File: config.mk
export PLATFORM = sky130hd
export DESIGN_NAME = serial_negate_ctrl_flat
export DESIGN_NICKNAME = d
export VERILOG_FILES = /design/src/rtl/serial_negate_ctrl_if.sv /design/src/rtl/serial_negate_ctrl.sv /design/src/flat_wrapper.sv
export SDC_FILE = /design/constraint.sdc
export NUM_CORES = 1
export LEC_CHECK = 0
export ABC_AREA = 1
export BUFFER_PORTS_ARGS = -buffer_cell sky130_fd_sc_hd__buf_2
export CAP_MARGIN = 0
export CORE_UTILIZATION = 35
export DETAILED_ROUTE_END_ITERATION = 10
export GPL_TIMING_DRIVEN = 0
export MAX_ROUTING_LAYER = met4
export PLACE_DENSITY_LB_ADDON = 0.12
export RECOVER_POWER = 50
export SYNTH_ARGS = -nofsm -noshare
export SYNTH_HDL_FRONTEND = slang
export SYNTH_SLANG_ARGS = --single-unit
File: constraint.sdc
create_clock -name clk -period 1.71 [get_ports clk]
set_clock_uncertainty 0.1 [all_clocks]
set_input_delay 0.171 -clock clk [delete_from_list [all_inputs] [get_ports clk]]
set_output_delay 0.171 -clock clk [all_outputs]
set_load 0.05 [all_outputs]
File: src/rtl/serial_negate_ctrl_if.sv
// Handshake/data bundle between a parallel producer/consumer and serial_negate_ctrl.
// The overflow signal exists only when NEG_OVERFLOW_EN is defined.
interface serial_negate_ctrl_if #(
    parameter int W = 8
);
    logic         start;
    logic [W-1:0] data_in;
    logic [W-1:0] result;
    logic         busy;
    logic         done;
    logic         ser_bit;
`ifdef NEG_OVERFLOW_EN
    logic         overflow;

    modport master (output start, data_in, input result, busy, done, ser_bit, overflow);
    modport slave  (input start, data_in, output result, busy, done, ser_bit, overflow);
`else
    modport master (output start, data_in, input result, busy, done, ser_bit);
    modport slave  (input start, data_in, output result, busy, done, ser_bit);
`endif
endinterface

File: src/rtl/serial_negate_ctrl.sv
// Bit-serial two's-complement negation controller: loads a word, shifts it LSB-first
// through a PASS/INVERT complementer and reassembles the result. Optional: NEG_OVERFLOW_EN.
module serial_negate_ctrl #(
    parameter int W = 8
) (
    input  logic                   clk,
    input  logic                   reset,
    serial_negate_ctrl_if.slave    bus
);
    localparam int CW = (W > 2) ? $clog2(W) : 1;
    localparam logic [CW-1:0] LAST = CW'(W - 1);

    typedef enum logic [1:0] {IDLE, SHIFT, DONE} state_t;

    state_t        state;
    logic          comp_inv;
    logic [CW-1:0] cnt;
    logic [W-1:0]  opnd;
    logic [W-1:0]  result_q;
    logic          busy_q;
    logic          done_q;
    logic          accept;
    logic          ser;
`ifdef NEG_OVERFLOW_EN
    logic          ovf_q;
`endif

    assign accept = bus.start && (state != SHIFT);
    assign ser    = (state == SHIFT) && (opnd[0] ^ comp_inv);

    assign bus.ser_bit = ser;
    assign bus.result  = result_q;
    assign bus.busy    = busy_q;
    assign bus.done    = done_q;
`ifdef NEG_OVERFLOW_EN
    assign bus.overflow = ovf_q;
`endif

    // Operand shift register is pure data; it is always reloaded before use.
    always_ff @(posedge clk) begin
        if (accept)
            opnd <= bus.data_in;
        else if (state == SHIFT)
            opnd <= opnd >> 1;
    end

    always_ff @(posedge clk or posedge reset) begin
        if (reset) begin
            state    <= IDLE;
            comp_inv <= 1'b0;
            cnt      <= '0;
            result_q <= '0;
            busy_q   <= 1'b0;
            done_q   <= 1'b0;
`ifdef NEG_OVERFLOW_EN
            ovf_q    <= 1'b0;
`endif
        end else begin
            case (state)
                IDLE, DONE: begin
                    done_q <= 1'b0;
                    if (bus.start) begin
                        state    <= SHIFT;
                        cnt      <= '0;
                        comp_inv <= 1'b0;
                        busy_q   <= 1'b1;
`ifdef NEG_OVERFLOW_EN
                        ovf_q    <= 1'b0;
`endif
                    end else begin
                        state  <= IDLE;
                        busy_q <= 1'b0;
                    end
                end
                SHIFT: begin
                    result_q <= {ser, result_q[W-1:1]};
                    comp_inv <= comp_inv | opnd[0];
                    cnt      <= cnt + 1'b1;
                    if (cnt == LAST) begin
                        state  <= DONE;
                        busy_q <= 1'b0;
                        done_q <= 1'b1;
`ifdef NEG_OVERFLOW_EN
                        // Only the most-negative word negates to itself: final value is 100..0.
                        ovf_q  <= ser && (result_q[W-1:1] == '0);
`endif
                    end
                end
                default: begin
                    state  <= IDLE;
                    busy_q <= 1'b0;
                    done_q <= 1'b0;
                end
            endcase
        end
    end
endmodule

File: src/flat_wrapper.sv
// flat-port wrapper written by rule: the top's interface ports become plain ports
module serial_negate_ctrl_flat 
#(
    parameter int W = 8
)
  (clk, reset, bus_start, bus_data_in, bus_result, bus_busy, bus_done, bus_ser_bit);
  serial_negate_ctrl_if #(.W(W)) bus_i ();
  input  logic clk;
  input  logic reset;
  input wire logic [$bits(bus_i.start)-1:0] bus_start;
  input wire logic [$bits(bus_i.data_in)-1:0] bus_data_in;
  output wire logic [$bits(bus_i.result)-1:0] bus_result;
  output wire logic [$bits(bus_i.busy)-1:0] bus_busy;
  output wire logic [$bits(bus_i.done)-1:0] bus_done;
  output wire logic [$bits(bus_i.ser_bit)-1:0] bus_ser_bit;
  assign bus_i.start = bus_start;
  assign bus_i.data_in = bus_data_in;
  assign bus_result = bus_i.result;
  assign bus_busy = bus_i.busy;
  assign bus_done = bus_i.done;
  assign bus_ser_bit = bus_i.ser_bit;
  serial_negate_ctrl #(.W(W)) u_core (.clk(clk), .reset(reset), .bus(bus_i));
endmodule
Word level (Yosys, flattened, before mapping)

Cells that the tools add are included.

Add/sub/neg operators: 1
Shift operators: 0
Eq/ne operators: 6
Bitwise operators: 2
Reduce and logical (&&, ||, !) cells: 7
Magnitude comparators: 0
Divide/modulo/power cells: 0
$mul: 0
Multiplexer cells: 14

Operator list:

| operator                                                               | count |
|---|---|
| 8-bit two-way mux                                                      | 2 |
| 1-bit two-way mux                                                      | 6 |
| 3-bit case mux with 2 select lines                                     | 1 |
| 2-bit != test (second input constant)                                  | 2 |
| 1-bit case mux with 2 select lines                                     | 2 |
| 2-bit case mux with 2 select lines                                     | 1 |
| 2-bit nonzero test                                                     | 2 |
| 3-bit by 1-bit adder with 3-bit output (second input constant)         | 1 |
| 3-bit equality test (second input constant)                            | 1 |
| 3-bit two-way mux                                                      | 1 |
| 2-bit by 1-bit equality test with 1-bit output (second input constant) | 1 |
| 2-bit equality test (second input constant)                            | 1 |
| 1-bit logical AND                                                      | 2 |
| 2-bit logical NOT                                                      | 1 |
| 2-bit two-way mux                                                      | 1 |
| 2-bit by 1-bit != test with 1-bit output (second input constant)       | 1 |
| 2-bit AND reduction                                                    | 1 |
| 2-bit OR reduction                                                     | 1 |
| 1-bit OR                                                               | 1 |
| 1-bit bitwise XOR                                                      | 1 |

RAM bits: 0
Bits in registers: 24
Bits of input ports: 11
Latch bits: 0
Memories: 0
Bits in read-only memories: 0
Output and inout port bits: 11

Depth between registers and ports, before layout

Depth in word-level cells: 4
Gate-level depth with buffers: 5

Worst setup path after synthesis

Ideal clock, no wire load.

Path type: register to output
Start: register u_core.state[1]
End: output port bus_ser_bit
Data required time: 1439 ps
Slack: -138 ps
Path buffers: 1
Data arrival time: 1577 ps
Stages on the path, launching flop included: 5
Path through: dfrtp_1 > inv_2 > nand2_4 > buf_6 > nor2_1

Word-level cells in the longest chain between the ends: 2

RTL lines:

| what                                           | line                     | RTL |
|---|---|---|
| start, declared                                | serial_negate_ctrl.sv:15 | `state_t state;` |
| start signal, assigned                         | serial_negate_ctrl.sv:49 | `state <= IDLE;` |
| start signal, assigned                         | serial_negate_ctrl.sv:63 | `state <= SHIFT;` |
| start signal, assigned                         | serial_negate_ctrl.sv:71 | `state <= IDLE;` |
| 2-bit by 1-bit equality test with 1-bit output | serial_negate_ctrl.sv:29 | `assign ser = (state == SHIFT) && (opnd[0] ^ comp_inv);` |
| 1-bit logical AND                              | serial_negate_ctrl.sv:29 |  |
| end, declared                                  | flat_wrapper.sv:15       | `output wire logic [$bits(bus_i.ser_bit)-1:0] bus_ser_bit;` |

Every way passes these cells.

Worst setup path after layout

Start: register u_core.comp_inv
End: output port bus_ser_bit

Word-level cells in the longest chain between the ends: 2

RTL lines:

| what                   | line                     | RTL |
|---|---|---|
| start, declared        | serial_negate_ctrl.sv:16 | `logic comp_inv;` |
| start signal, assigned | serial_negate_ctrl.sv:77 | `comp_inv <= comp_inv \| opnd[0];` |
| 1-bit bitwise XOR      | serial_negate_ctrl.sv:29 |  |
| 1-bit logical AND      | serial_negate_ctrl.sv:29 |  |

Every way passes these cells.

==> metrics.csv <==
metric;value;unit
outcome;finished clean;
worst slew pin tran;0.551;ns
startpoint types;register;
CP Class;register to primary output;
FMAX;620;MHz
post-layout minimum cycle time;1.61;ns
Post-synth top cells;nand2_1 (46), dfrtp_1 (15), nand3_1 (12), edfxtp_1 (8), inv_1 (8);
met3 WL;67;um
Detail Route Antenna Nets;0;
Synth area leader;dfrtp_1;
Total Wirelength;1850;um
max_cap viols;0;
Avg Inst Size Synth;9.52;sq um
hold depth;3;
main flop type after synthesis;dfrtp_1;
chip height;55.9;um
top sig layer;met4;
Post-Layout Inst Area;1190;sq um
mapped cell area;1020;sq um
VDD IR-drop max;1.25;mV
worst rel slew slack;0.632;
io pins;22;
most frequent cell after synthesis;nand2_1;
pre-CTS WS;0.390;ns
fin util;0.431;
placed inst area;1160;sq um
Final TNS setup;0;ns
Clock Tree Root;clkbuf_4;
post-synth top area share;0.369;
Vias;755;
EDFF count, synth;8;
Pre-antenna DRT Iters;3;
cell mode on critical path;inv_1;
Buf/Inv on CP;3;
Num CTS Buffers;3;
cells on worst reg2reg path;5;
DRC;0;
fill count;286;
Critical Path RT;1.44;ns
clk_lat worst skew;0.31;ns
Core Region;2760;sq um
Data arrival, critical path;1.34;ns
hpwl dp;1280;um
GRT Residual Overflow;0;
Max Buffers Root-to-Sink;2;
synth unique cells;15;
Slew Limit Fails;0;
Yosys warnings;0;
largest net degree at the start of global routing;16;
Worst-path clk slew;0.13;ns
H-tree Lvls;1;
post-detailed-route wirelength per cell;11.3;um
crit-path max cell delay;0.37;ns
TritonCTS clock tree;done;
crit path max fanout;2;
WP depth;5;
initial antenna violation count;0;
worst hold-check path type;primary input to register;
Initial Utilization;0.369;
# rows;19;
PwrDens;2150;nW/um^2
gp weighted congestion;0.686;
Gate Count Post-Synth;107;
final net count;147;
Antenna diodes;0;
sequential share of the synthesized area;0.604;
met2 wire length;849;um
Final Hold Viols;0;
via/cell ratio;4.63;
RSZ-0062 raised after global routing;no;
register area;616;sq um
post-synthesis net count;121;
initial drt markers;12;
synthesis-stage register bit count;23;
gr usage total;0.137;
slowest CP cell;dfrtp_1;
clock sink count;23;
Crit. End Element;primary output;
Final WS setup;0.0969;ns
met1 wire length;916;um
Die X;55.9;um
Critical Path, Cell by Cell;inv_1 > ha_1 > inv_1 > nor2_2 > buf_4;
Syn-to-layout area delta;16.7;%
critical path's top delay family;flip-flops;
leakage power;0.647;nW
period utilisation layout;0.943;
share of cells above drive strength 1;0.242;
total die area;3130;sq um
top cells by area, synth;dfrtp_1 (37%), edfxtp_1 (24%), nand2_1 (17%), nand3_1 (5.9%), ha_1 (3.7%);
Final setup viols;0;
asr flop ratio synth;0.652;
global-route wire length before repair;3240;um
area occupied by multi-input gates;327;sq um
port bufs;20;
vias in the first global route;704;
==> worst paths after layout <==
kind,start,end,slack [ns]
setup / recovery,u_core.comp_inv,bus_ser_bit,0.1
hold / removal,bus_data_in[6],u_core.opnd[6],0.05
setup reg to reg,u_core.state[1],u_core.opnd[1],0.30
hold reg to reg,u_core.bus.result[0],u_core.bus.result[0],0.39
max in group asynchronous,reset,u_core.bus.result[6],0.81
min in group asynchronous,reset,u_core.cnt[1],0.34
==> through the flow <==
step	hold slack (ns)	power, W	std cells
6_report	0.0508	0.00256	163
5_1_grt	0.0326	0.00277	163
4_1_cts	0.0429	0.00261	163
3_5_place_dp	0.162	0.00234	158
3_3_place_gp	0.154	0.00232	158
2_1_floorplan	-0.0275	0.00204	107
==> registers in the layout (all words and copies together), names as in the netlist <==
| signal | cells |
|---|---|
| u_core.bus.result | 8 |
| u_core.opnd | 8 |
| u_core.cnt | 3 |
| u_core.state | 2 |
| u_core.bus.busy | 1 |
| u_core.comp_inv | 1 |
==> layout by cell type (no fill, tap or decap) <==
master         instances
nand2_1               47
buf_2                 20
dfrtp_1               15
nand3_1               12
inv_1                  8
edfxtp_1               8
ha_1                   3
clkbuf_4               3
inv_2                  2
buf_6                  2
o21ai_0                2
clkbuf_1               2
nor2_1                 2
nand2_4                1
nor2_2                 1
nor2_4                 1
or2_2                  1
dlygate4sd3_1          1
buf_4                  1
==> final cells by class <==
class | count | share of cell area
Sequential cell | 23 | 0.518
Clock buffer | 4 | 0.0221
Buffer | 4 | 0.0263
Tap cell | 31 | 0.0326
Multi-Input combinational cell | 70 | 0.275
Timing Repair Buffer | 21 | 0.0947
Inverter | 10 | 0.0316
==> repair_timing <==
action | 4_1_cts | 5_1_grt
setup buffers | 0 | 0
gates resized for setup | 0 | 2
setup endpoints to repair | 0 | 1
hold buffers | 1 | 0
endpoints found under the hold margin | 15 | 0
==> cells by family after synthesis <==
kind of cell / Yosys count / synth area share
simple gates: 65 / 0.274
fa+ha+maj: 3 / 0.0369
compound gates: 2 / 0.00983
buf+inv: 14 / 0.0749
flops: 23 / 0.604
==> power by group <==
part           internal, W  switching (W)
sequential        0.000866       0.000132
clock            0.0000911       0.000167
combinational     0.000379       0.000924
==> worst reg2reg max path, cell delays in order (launching register included) <==
cell,delay (ns)
dfrtp_1,0.44
inv_2,0.06
nand2_4,0.09
clkbuf_1,0.38
nand3_1,0.12
nand2_1,0.10
==> metal layers <==
layer / global-route usage / vias to the layer above
li1: - / 387
met1: 0.184 / 355
met2: 0.205 / 11
met3: 0.0209 / 2
met4: 0.0627 / 0
met5: - / -
No activity file was read; power rests on OpenSTA's default activity.
